### src/rtl/cpu_pkg.sv
// Shared CPU definitions used by the fetch stage and the control unit:
// fetch state encoding, opcode constants and instruction field slices.
package cpu_pkg;

    localparam int OPCODE_W = 6;

    // Fetch stage sequencing
    typedef enum logic [1:0] {
        FS_IDLE  = 2'b00,
        FS_FETCH = 2'b01,
        FS_VALID = 2'b10
    } fetch_state_e;

    // Opcodes decoded by the control unit
    localparam logic [OPCODE_W-1:0] OP_J    = 6'h02;
    localparam logic [OPCODE_W-1:0] OP_JAL  = 6'h03;
    localparam logic [OPCODE_W-1:0] OP_JR   = 6'h08;
    localparam logic [OPCODE_W-1:0] OP_BEQ  = 6'h04;
    localparam logic [OPCODE_W-1:0] OP_BNEQ = 6'h05;
    localparam logic [OPCODE_W-1:0] OP_BGEZ = 6'h01;

    // Opcode field, instr[31:26]
    function automatic logic [OPCODE_W-1:0] get_opcode(input logic [31:0] word);
        return word[31:26];
    endfunction

    // Branch immediate, instr[15:0]
    function automatic logic [15:0] get_imm16(input logic [31:0] word);
        return word[15:0];
    endfunction

    // Jump index, instr[25:0]
    function automatic logic [25:0] get_index26(input logic [31:0] word);
        return word[25:0];
    endfunction

endpackage

### src/rtl/instr_fetch_unit_pc_next_logic.sv
// Combinational next-PC selection for the fetch stage. Priority:
// JR target, then J-type target, then taken branch, then sequential.
// A target whose low two bits are non-zero is word-aligned and flagged.
module pc_next_logic
    import cpu_pkg::*;
#(
    parameter int ADDR_W = 32
) (
    input  logic [ADDR_W-1:0] pc_plus4,
    input  logic [25:0]       index26,
    input  logic [15:0]       imm16,
    input  logic              jump,
    input  logic              jr_sel,
    input  logic [ADDR_W-1:0] jr_target,
    input  logic              branch,
    input  logic              branch_taken,
    output logic [ADDR_W-1:0] next_pc,
    output logic              misaligned
);

    logic [ADDR_W-1:0] raw_target_s;
    logic [ADDR_W-1:0] jump_target_s;
    logic [ADDR_W-1:0] branch_offset_s;

    // Jump target keeps the top bits of the sequential PC; branch offset is a sign-extended word offset
    assign jump_target_s   = {pc_plus4[ADDR_W-1:28], index26, 2'b00};
    assign branch_offset_s = {{(ADDR_W-18){imm16[15]}}, imm16, 2'b00};

    // Select the redirect target in priority order and word-align it
    always_comb begin
        raw_target_s = pc_plus4;
        if (jump && jr_sel) begin
            raw_target_s = jr_target;
        end else if (jump) begin
            raw_target_s = jump_target_s;
        end else if (branch && branch_taken) begin
            raw_target_s = pc_plus4 + branch_offset_s;
        end else begin
            raw_target_s = pc_plus4;
        end
        misaligned = (raw_target_s[1:0] != 2'b00);
        next_pc    = {raw_target_s[ADDR_W-1:2], 2'b00};
    end

endmodule

### src/rtl/instr_fetch_unit.sv
// Instruction fetch stage: holds the PC, fetches one word per request over a
// req/ack port, presents it to the control unit, and advances the PC on retire.
// Optional feature macro: IFU_PERF_CNT_EN adds retire and fetch-wait counters.
module instr_fetch_unit
    import cpu_pkg::*;
#(
    parameter int                ADDR_W   = 32,
    parameter int                INSTR_W  = 32,
    parameter logic [ADDR_W-1:0] RESET_PC = 32'h0000_0000
) (
    input  logic                clk,
    input  logic                rst_n,
    output logic                imem_req,
    output logic [ADDR_W-1:0]   imem_addr,
    input  logic                imem_ack,
    input  logic [INSTR_W-1:0]  imem_rdata,
    output logic                instr_valid,
    output logic [INSTR_W-1:0]  instr,
    output logic [OPCODE_W-1:0] opcode,
    output logic [ADDR_W-1:0]   pc,
    output logic [ADDR_W-1:0]   pc_plus4,
    input  logic                instr_ready,
    input  logic                jump,
    input  logic                jr_sel,
    input  logic [ADDR_W-1:0]   jr_target,
    input  logic                branch,
    input  logic                branch_taken,
    output logic                addr_err
`ifdef IFU_PERF_CNT_EN
    ,
    output logic [31:0]         perf_fetch_cnt,
    output logic [31:0]         perf_wait_cnt
`endif
);

    localparam logic [ADDR_W-1:0] PC_STEP = ADDR_W'(4);

    fetch_state_e       state_q, state_d;
    logic [ADDR_W-1:0]  pc_q, pc_d;
    logic [INSTR_W-1:0] instr_q, instr_d;
    logic               imem_req_q, imem_req_d;
    logic               instr_valid_q, instr_valid_d;
    logic               addr_err_q, addr_err_d;

    logic               retire_s;
    logic [ADDR_W-1:0]  pc_plus4_s;
    logic [ADDR_W-1:0]  next_pc_s;
    logic               misaligned_s;

    assign pc_plus4_s = pc_q + PC_STEP;
    assign retire_s   = (state_q == FS_VALID) && instr_ready;

    pc_next_logic #(
        .ADDR_W (ADDR_W)
    ) u_pc_next (
        .pc_plus4     (pc_plus4_s),
        .index26      (get_index26(instr_q)),
        .imm16        (get_imm16(instr_q)),
        .jump         (jump),
        .jr_sel       (jr_sel),
        .jr_target    (jr_target),
        .branch       (branch),
        .branch_taken (branch_taken),
        .next_pc      (next_pc_s),
        .misaligned   (misaligned_s)
    );

    // Fetch sequencing: next state, captured instruction, PC update and sticky error
    always_comb begin
        state_d    = state_q;
        pc_d       = pc_q;
        instr_d    = instr_q;
        addr_err_d = addr_err_q;
        case (state_q)
            FS_IDLE: begin
                state_d = FS_FETCH;
            end
            FS_FETCH: begin
                if (imem_ack) begin
                    instr_d = imem_rdata;
                    state_d = FS_VALID;
                end else begin
                    state_d = FS_FETCH;
                end
            end
            FS_VALID: begin
                if (instr_ready) begin
                    pc_d       = next_pc_s;
                    addr_err_d = addr_err_q | misaligned_s;
                    state_d    = FS_FETCH;
                end else begin
                    state_d = FS_VALID;
                end
            end
            default: begin
                state_d = FS_IDLE;
            end
        endcase
        // Port strobes are registered copies of the next-state decode
        imem_req_d    = (state_d == FS_FETCH);
        instr_valid_d = (state_d == FS_VALID);
    end

    // Fetch state registers with synchronous active-low reset
    always_ff @(posedge clk) begin
        if (!rst_n) begin
            state_q       <= FS_IDLE;
            pc_q          <= RESET_PC;
            instr_q       <= {INSTR_W{1'b0}};
            imem_req_q    <= 1'b0;
            instr_valid_q <= 1'b0;
            addr_err_q    <= 1'b0;
        end else begin
            state_q       <= state_d;
            pc_q          <= pc_d;
            instr_q       <= instr_d;
            imem_req_q    <= imem_req_d;
            instr_valid_q <= instr_valid_d;
            addr_err_q    <= addr_err_d;
        end
    end

    assign imem_req    = imem_req_q;
    assign imem_addr   = pc_q;
    assign instr_valid = instr_valid_q;
    assign instr       = instr_q;
    assign opcode      = get_opcode(instr_q);
    assign pc          = pc_q;
    assign pc_plus4    = pc_plus4_s;
    assign addr_err    = addr_err_q;

`ifdef IFU_PERF_CNT_EN
    logic [31:0] perf_fetch_cnt_q, perf_fetch_cnt_d;
    logic [31:0] perf_wait_cnt_q, perf_wait_cnt_d;

    // Counters: retired instructions and fetch cycles spent waiting for ack
    always_comb begin
        perf_fetch_cnt_d = perf_fetch_cnt_q;
        perf_wait_cnt_d  = perf_wait_cnt_q;
        if (retire_s) begin
            perf_fetch_cnt_d = perf_fetch_cnt_q + 32'd1;
        end else begin
            perf_fetch_cnt_d = perf_fetch_cnt_q;
        end
        if ((state_q == FS_FETCH) && !imem_ack) begin
            perf_wait_cnt_d = perf_wait_cnt_q + 32'd1;
        end else begin
            perf_wait_cnt_d = perf_wait_cnt_q;
        end
    end

    // Counter registers, cleared by reset and wrapping naturally
    always_ff @(posedge clk) begin
        if (!rst_n) begin
            perf_fetch_cnt_q <= 32'd0;
            perf_wait_cnt_q  <= 32'd0;
        end else begin
            perf_fetch_cnt_q <= perf_fetch_cnt_d;
            perf_wait_cnt_q  <= perf_wait_cnt_d;
        end
    end

    assign perf_fetch_cnt = perf_fetch_cnt_q;
    assign perf_wait_cnt  = perf_wait_cnt_q;
`endif

endmodule

### config.mk
export PLATFORM = sky130hd
export DESIGN_NAME = instr_fetch_unit
export DESIGN_NICKNAME = d
export VERILOG_FILES = /design/src/rtl/cpu_pkg.sv /design/src/rtl/instr_fetch_unit_pc_next_logic.sv /design/src/rtl/instr_fetch_unit.sv
export SDC_FILE = /design/constraint.sdc
export NUM_CORES = 1
export LEC_CHECK = 0
export CAP_MARGIN = 5
export CORE_ASPECT_RATIO = 1.1
export CORE_MARGIN = 3
export CORE_UTILIZATION = 40
export CTS_CLUSTER_DIAMETER = 30
export DETAILED_ROUTE_END_ITERATION = 8
export PLACE_DENSITY_LB_ADDON = 0.05
export SKIP_LAST_GASP = 1
export SYNTH_ARGS = -nofsm -noshare
export SYNTH_HDL_FRONTEND = slang
export SYNTH_HIERARCHICAL = 1
export SYNTH_SLANG_ARGS = --single-unit
### constraint.sdc
create_clock -name clk -period 10.4 [get_ports clk]
set_clock_uncertainty 0.15 [all_clocks]
set_input_delay 2.08 -clock clk [delete_from_list [all_inputs] [get_ports clk]]
set_output_delay 2.08 -clock clk [all_outputs]
set_load 0.05 [all_outputs]
==> results of run 1 <==
==> worst max-delay path: stages (launching register included) <==
cell and delay, ns:
dfxtp_1 0.48, nand4_1 0.21, or4_1 0.76, nor4_4 0.36
xor2_1 0.42, clkdlybuf4s50_1 0.89
==> cells by family after synthesis <==
group                    count (synthesis)  share of synthesized area [%]
XOR/XNOR                                47                           7.10
adder cells (fa/ha/maj)                 31                           6.81
buffers and inverters                   92                           9.62
AND/OR/NAND/NOR                        289                           23.0
other                                    1                         0.0646
multiplexers                            31                           5.39
flip-flops                              69                           23.8
AO/OA/AOI/OAI                          198                           24.2
==> power by group <==
part           switching, µW  leakage, µW  internal, µW
sequential              8.83     0.000560           273
clock                    142     0.000141           168
combinational            105      0.00231          72.4
total                    256      0.00302           514
==> cell usage in the layout, fill, tap and decap left out, types with 3 or more instances in the layout <==
master / Yosys / final
a211oi_1: 14 / 14
a21boi_0: 60 / 60
a21boi_1: 7 / 7
a21o_1: 13 / 13
a21oi_1: 43 / 43
a22oi_1: 6 / 6
a31oi_1: 4 / 4
and2_1: 7 / 7
and2_2: 3 / 3
and3_1: 10 / 10
and4_1: 3 / 3
buf_2: 0 / 3
buf_4: 42 / 6
clkbuf_16: 0 / 9
clkdlybuf4s50_1: 0 / 205
dfxtp_1: 69 / 69
ha_1: 30 / 30
inv_1: 9 / 9
inv_6: 0 / 4
mux2i_1: 29 / 29
nand2_1: 174 / 174
nand3_1: 21 / 21
nand4_1: 12 / 12
nor2_1: 30 / 29
nor3_1: 12 / 12
o21a_1: 5 / 5
o21ai_0: 11 / 11
o21ai_1: 4 / 4
o21ai_2: 3 / 3
o221ai_1: 4 / 4
xnor2_1: 28 / 28
xor2_1: 19 / 19
==> flip-flops by register name, indices dropped and copies added, names as in the netlist <==
register     flops
imem_addr       32
instr           32
state_q          2
addr_err         1
imem_req         1
instr_valid      1
==> layer usage <==
metal,GRT usage (%),wire length (µm)
met4,8.56,533
met5,0,0
met1,30.3,8630
met3,5.88,1210
met2,39.8,9320
==> through the flow <==
step	total power, µW	cell area [µm²]	setup slack, ns
2_1_floorplan	400	5810	5.33
3_3_place_gp	464	7630	5.16
3_5_place_dp	465	7630	5.08
4_1_cts	780	7920	4.69
5_1_grt	806	7920	4.59
6_report	769	7920	4.70
==> area by class of cell <==
cell class | instances | area share [%]
Sequential cell | 69 | 17.4
Clock inverter | 7 | 0.821
Multi-Input combinational cell | 598 | 48.8
Timing Repair Buffer | 214 | 26.7
Clock buffer | 9 | 2.84
Tap cell | 188 | 2.97
Inverter | 9 | 0.426
==> worst paths after layout <==
check                              startpoint       endpoint  cells past startpoint
worst max-delay path            imem_addr[17]   pc_plus4[31]                      5
worst min-delay path                instr[25]      instr[25]                      2
worst max register to register   imem_addr[2]  imem_addr[29]                     17
worst min register to register      instr[25]      instr[25]                      2
==> results.json, run 1 <==
{
  "antenna_cells": 0,
  "tightest_slew_ns": 1.17,
  "row_count": 45,
  "ys_seq_elements": 69,
  "yosys_warnings": 6,
  "grt_overflow": 0,
  "numClockSinks": 69,
  "yosys.area.top_type": "dfxtp_1",
  "cts_resized": 0,
  "wl_um": 19700,
  "yosysTopAreaCellShare_pct": 23.8,
  "rsz0062_at_grt": "no",
  "gp_congestion": 0.870,
  "wire_per_inst_um": 18.0,
  "synth_common_cells": "nand2_1 (174), dfxtp_1 (69), a21boi_0 (60), a21oi_1 (43), buf_4 (42)",
  "grt.total_usage_pct": 24.1,
  "period_needed_ns": 5.70,
  "nets": 1004,
  "cts-buffers-inserted": 9,
  "finalMaxSlewViolations": 0,
  "cts_buffer_depth": 2,
  "cp_max_fo": 8,
  "drc": 0,
  "die_y_um": 132,
  "port_buffers": 208,
  "drtIter0Drc": 301,
  "crit_path_start_kind": "flip-flop",
  "multiInputGateArea_um2": 3870,
  "synth_most_common_cell": "nand2_1",
  "vias_per_cell": 5.33,
  "instances_no_fill": 1094,
  "die_x_um": 121,
  "yosys-top-cells-area": "dfxtp_1 (24%), nand2_1 (11%), a21boi_0 (7.8%)",
  "max-slew-margin-rel_pct": 21.9,
  "outcome": "finished clean",
  "critPathKind": "reg2out",
  "cts.htree.levels": 3,
  "postCtsHoldBufs": 0,
  "fmax_ghz": 0.175,
  "synth_area_um2": 5800,
  "sequential_cell_area_um2": 1380,
  "cts_tree": "built",
  "grt_pass1_vias": 5543,
  "hold_viol": 0,
  "synth_area_per_cell_um2": 7.65,
  "antenna_found_initial": 0,
  "placed_cells": 1078,
  "grt_max_degree": 70,
  "critPathRequiredTime_ns": 8.17,
  "num-fill-cells": 1372,
  "grt_pass1_wl_um": 30400,
  "drive_gt1_share_pct": 5.85,
  "vias": 5828,
  "final_util_pct": 56.5,
  "ys.flop_type": "dfxtp_1",
  "ios": 209,
  "maxCapViolCount": 0,
  "end_kind": "output pin",
  "dp_hpwl_um": 14500,
  "tns_ns": 0,
  "synth_edf_count": 0,
  "antenna_left": 0,
  "fin_crit_sh_pct": 54.9,
  "hold_class": "reg2reg",
  "final-setup-viol-count": 0,
  "clk_pin_slew_worst_paths_ns": 0.07,
  "peakVddDrop_mv": 0.0777,
  "async_reset_ff_share_pct": 0,
  "clockRootBuffer": "clkbuf_16",
  "ys_seq_area_share_pct": 23.8,
  "r2r_setup_slack_ns": 5.86,
  "clkLatencyLatePin_ns": 0.35,
  "dr.pass1.iters": 5,
  "hold_slack_ns": 0.333,
  "cp_data_arrival_time_ns": 3.47,
  "cts_setup_buffers": 0,
  "synth_cell_type_count": 68,
  "dieArea_um2": 16000,
  "synthCells": 758,
  "floorplan.initialDensity_pct": 41.4,
  "syn_to_final_growth_pct": 36.5,
  "p_per_area_nw_per_um2": 97.1,
  "power_leakage_uw": 0.00302,
  "core_um2": 14000
}
Note: power is estimated with default switching activity, not from simulation.
==> run 2, diff against run 1 <==
Clock period 10.4 ns to 5.51 ns, I/O delays scaled along.
==> run 2 against run 1 <==
Hold slack improved by 0.0047 ns. Wire length rose by 2.4%. Sequential share of layout area barely moved. Sequential cell count did not move. Critical path type unchanged. Largest power group unchanged.
==> results.json, run 2 (synthesis results as in run 1) <==
{
  "port_buffers": 208,
  "worstRegToRegCells": 17,
  "instances_no_fill": 1094,
  "syn_to_final_growth_pct": 36.5,
  "antenna_cells": 0,
  "drtIter0Drc": 317,
  "die_x_um": 121,
  "fin_crit_sh_pct": 85.4,
  "floorplan.initialDensity_pct": 41.4,
  "antenna_left": 0,
  "clk_pin_slew_worst_paths_ns": 0.07,
  "dr.pass1.iters": 5,
  "period_needed_ns": 4.71,
  "postCtsHoldBufs": 0,
  "outcome": "finished clean",
  "max-slew-margin-rel_pct": 22.6,
  "vias_per_cell": 5.43,
  "grt_max_degree": 70,
  "final_cell_mix": "clkdlybuf4s50_1 (205), nand2_1 (174), dfxtp_1 (69), a21boi_0 (60), a21oi_1 (43)",
  "num-fill-cells": 1318,
  "hold_class": "reg2reg",
  "r2r-start": "imem_addr[2]",
  "core_um2": 14000,
  "cts_tree": "built",
  "grt_pass1_vias": 5805,
  "crit_path_start_kind": "flip-flop",
  "cts.htree.levels": 3,
  "r2r_setup_slack_ns": 1.02,
  "final_common_cell": "clkdlybuf4s50_1",
  "maxCapViolCount": 0,
  "cts_buffer_depth": 2,
  "crit_chain": "nand4_1 -> or4_1 -> nor4_4 -> xor2_1 -> clkdlybuf4s50_1",
  "grt.total_usage_pct": 24.6,
  "die_y_um": 132,
  "cts_setup_buffers": 0,
  "p_per_area_nw_per_um2": 183,
  "critPathKind": "reg2out",
  "cp_data_arrival_time_ns": 3.45,
  "fmax_ghz": 0.212,
  "rsz0062_at_grt": "no",
  "dp_hpwl_um": 14700,
  "power_leakage_uw": 0.00301,
  "critPathRequiredTime_ns": 4.26,
  "grt.busiest_layer": "met2",
  "antenna_found_initial": 0,
  "nets": 1004,
  "met2_usage_pct": 40.9,
  "max_stage_delay_ns": 0.88,
  "wl_um": 20200,
  "drive_gt1_share_pct": 5.85,
  "cts_resized": 0,
  "worstHoldPathCells": 2,
  "wire_per_inst_um": 18.4,
  "r2r_end": "imem_addr[27]",
  "drc": 0,
  "dieArea_um2": 16000,
  "tns_ns": 0,
  "cpMaxStageDelayCell": "clkdlybuf4s50_1",
  "grtUsageMet3_pct": 6.91,
  "numClockSinks": 69,
  "cp_max_fo": 8,
  "grt_pass1_wl_um": 31300,
  "cts-buffers-inserted": 9,
  "clockRootBuffer": "clkbuf_16",
  "hp-start": "instr[28]",
  "final-setup-viol-count": 0,
  "tightest_slew_ns": 1.16,
  "grt_overflow": 0,
  "hold_viol": 0,
  "min_to": "instr[28]",
  "met1_usage_pct": 30.6,
  "peakVddDrop_mv": 0.127,
  "placed_cells": 1078,
  "gp_congestion": 0.882,
  "row_count": 45,
  "finalMaxSlewViolations": 0,
  "end_kind": "output pin",
  "vias": 5943,
  "clkLatencyLatePin_ns": 0.35,
  "ios": 209
}
[run 2: changes by cell type in the layout (fill, tap and decap cells not counted), sizes merged]
cell	change
clkinv	+1
inv	-1
[run 2: cell type report]
cell class / instances / area [µm²] / area share (%)
clock buffer: 9 / 225 / 2.84
tap: 188 / 235 / 2.97
timing repair buffer: 214 / 2110 / 26.7
inverter: 9 / 33.8 / 0.427
clock inverter: 7 / 62.6 / 0.790
multi-input combinational: 598 / 3870 / 48.9
sequential: 69 / 1380 / 17.4
[run 2: worst max path at each step]
stage	start	endpoint	slack, ns	cells after the start
6_report	imem_addr[21]	pc_plus4[31]	0.80	5
3_5_place_dp	imem_addr[2]	imem_addr[29]	1.07	17
4_1_cts	imem_addr[21]	pc_plus4[31]	0.80	5
2_1_floorplan	imem_addr[2]	imem_addr[27]	0.46	18
3_3_place_gp	imem_addr[22]	pc_plus4[31]	1.24	5
5_1_grt	imem_addr[17]	pc_plus4[31]	0.58	5
[run 2: layer usage]
layer	up-vias	routed length (µm)	part of all wire [%]
met4	0	499	2.5
met5	-	0	0
met2	193	9640	48
met1	2801	8640	43
met3	33	1380	6.8
li1	2916	-	-
[run 2: where the power goes]
group / switching, µW / leakage (µW) / internal (µW)
Combinational: 198 / 0.00231 / 137
Sequential: 18.1 / 0.000560 / 515
Clock: 264 / 0.000139 / 315
Total: 480 / 0.00301 / 967
[run 2: per-stage QoR]
step           hold WS, ns  cell area [µm²]  total power, µW  util (%)  worst slack (ns)
2_1_floorplan        0.351             5810              754         -             0.462
3_3_place_gp         0.320             7630              874      54.4              1.24
3_5_place_dp         0.332             7630              878      54.4              1.07
4_1_cts              0.346             7920             1460      56.5             0.795
5_1_grt              0.371             7920             1500      56.5             0.583
6_report             0.337             7920             1450      56.5             0.804
[run 2: critical path: cells and delay by family, from the launching register on]
kind	cells	cell delay (ns)
XOR/XNOR	1	0.39
buffers and inverters	1	0.88
flip-flops	1	0.47
AND/OR/NAND/NOR	3	1.36
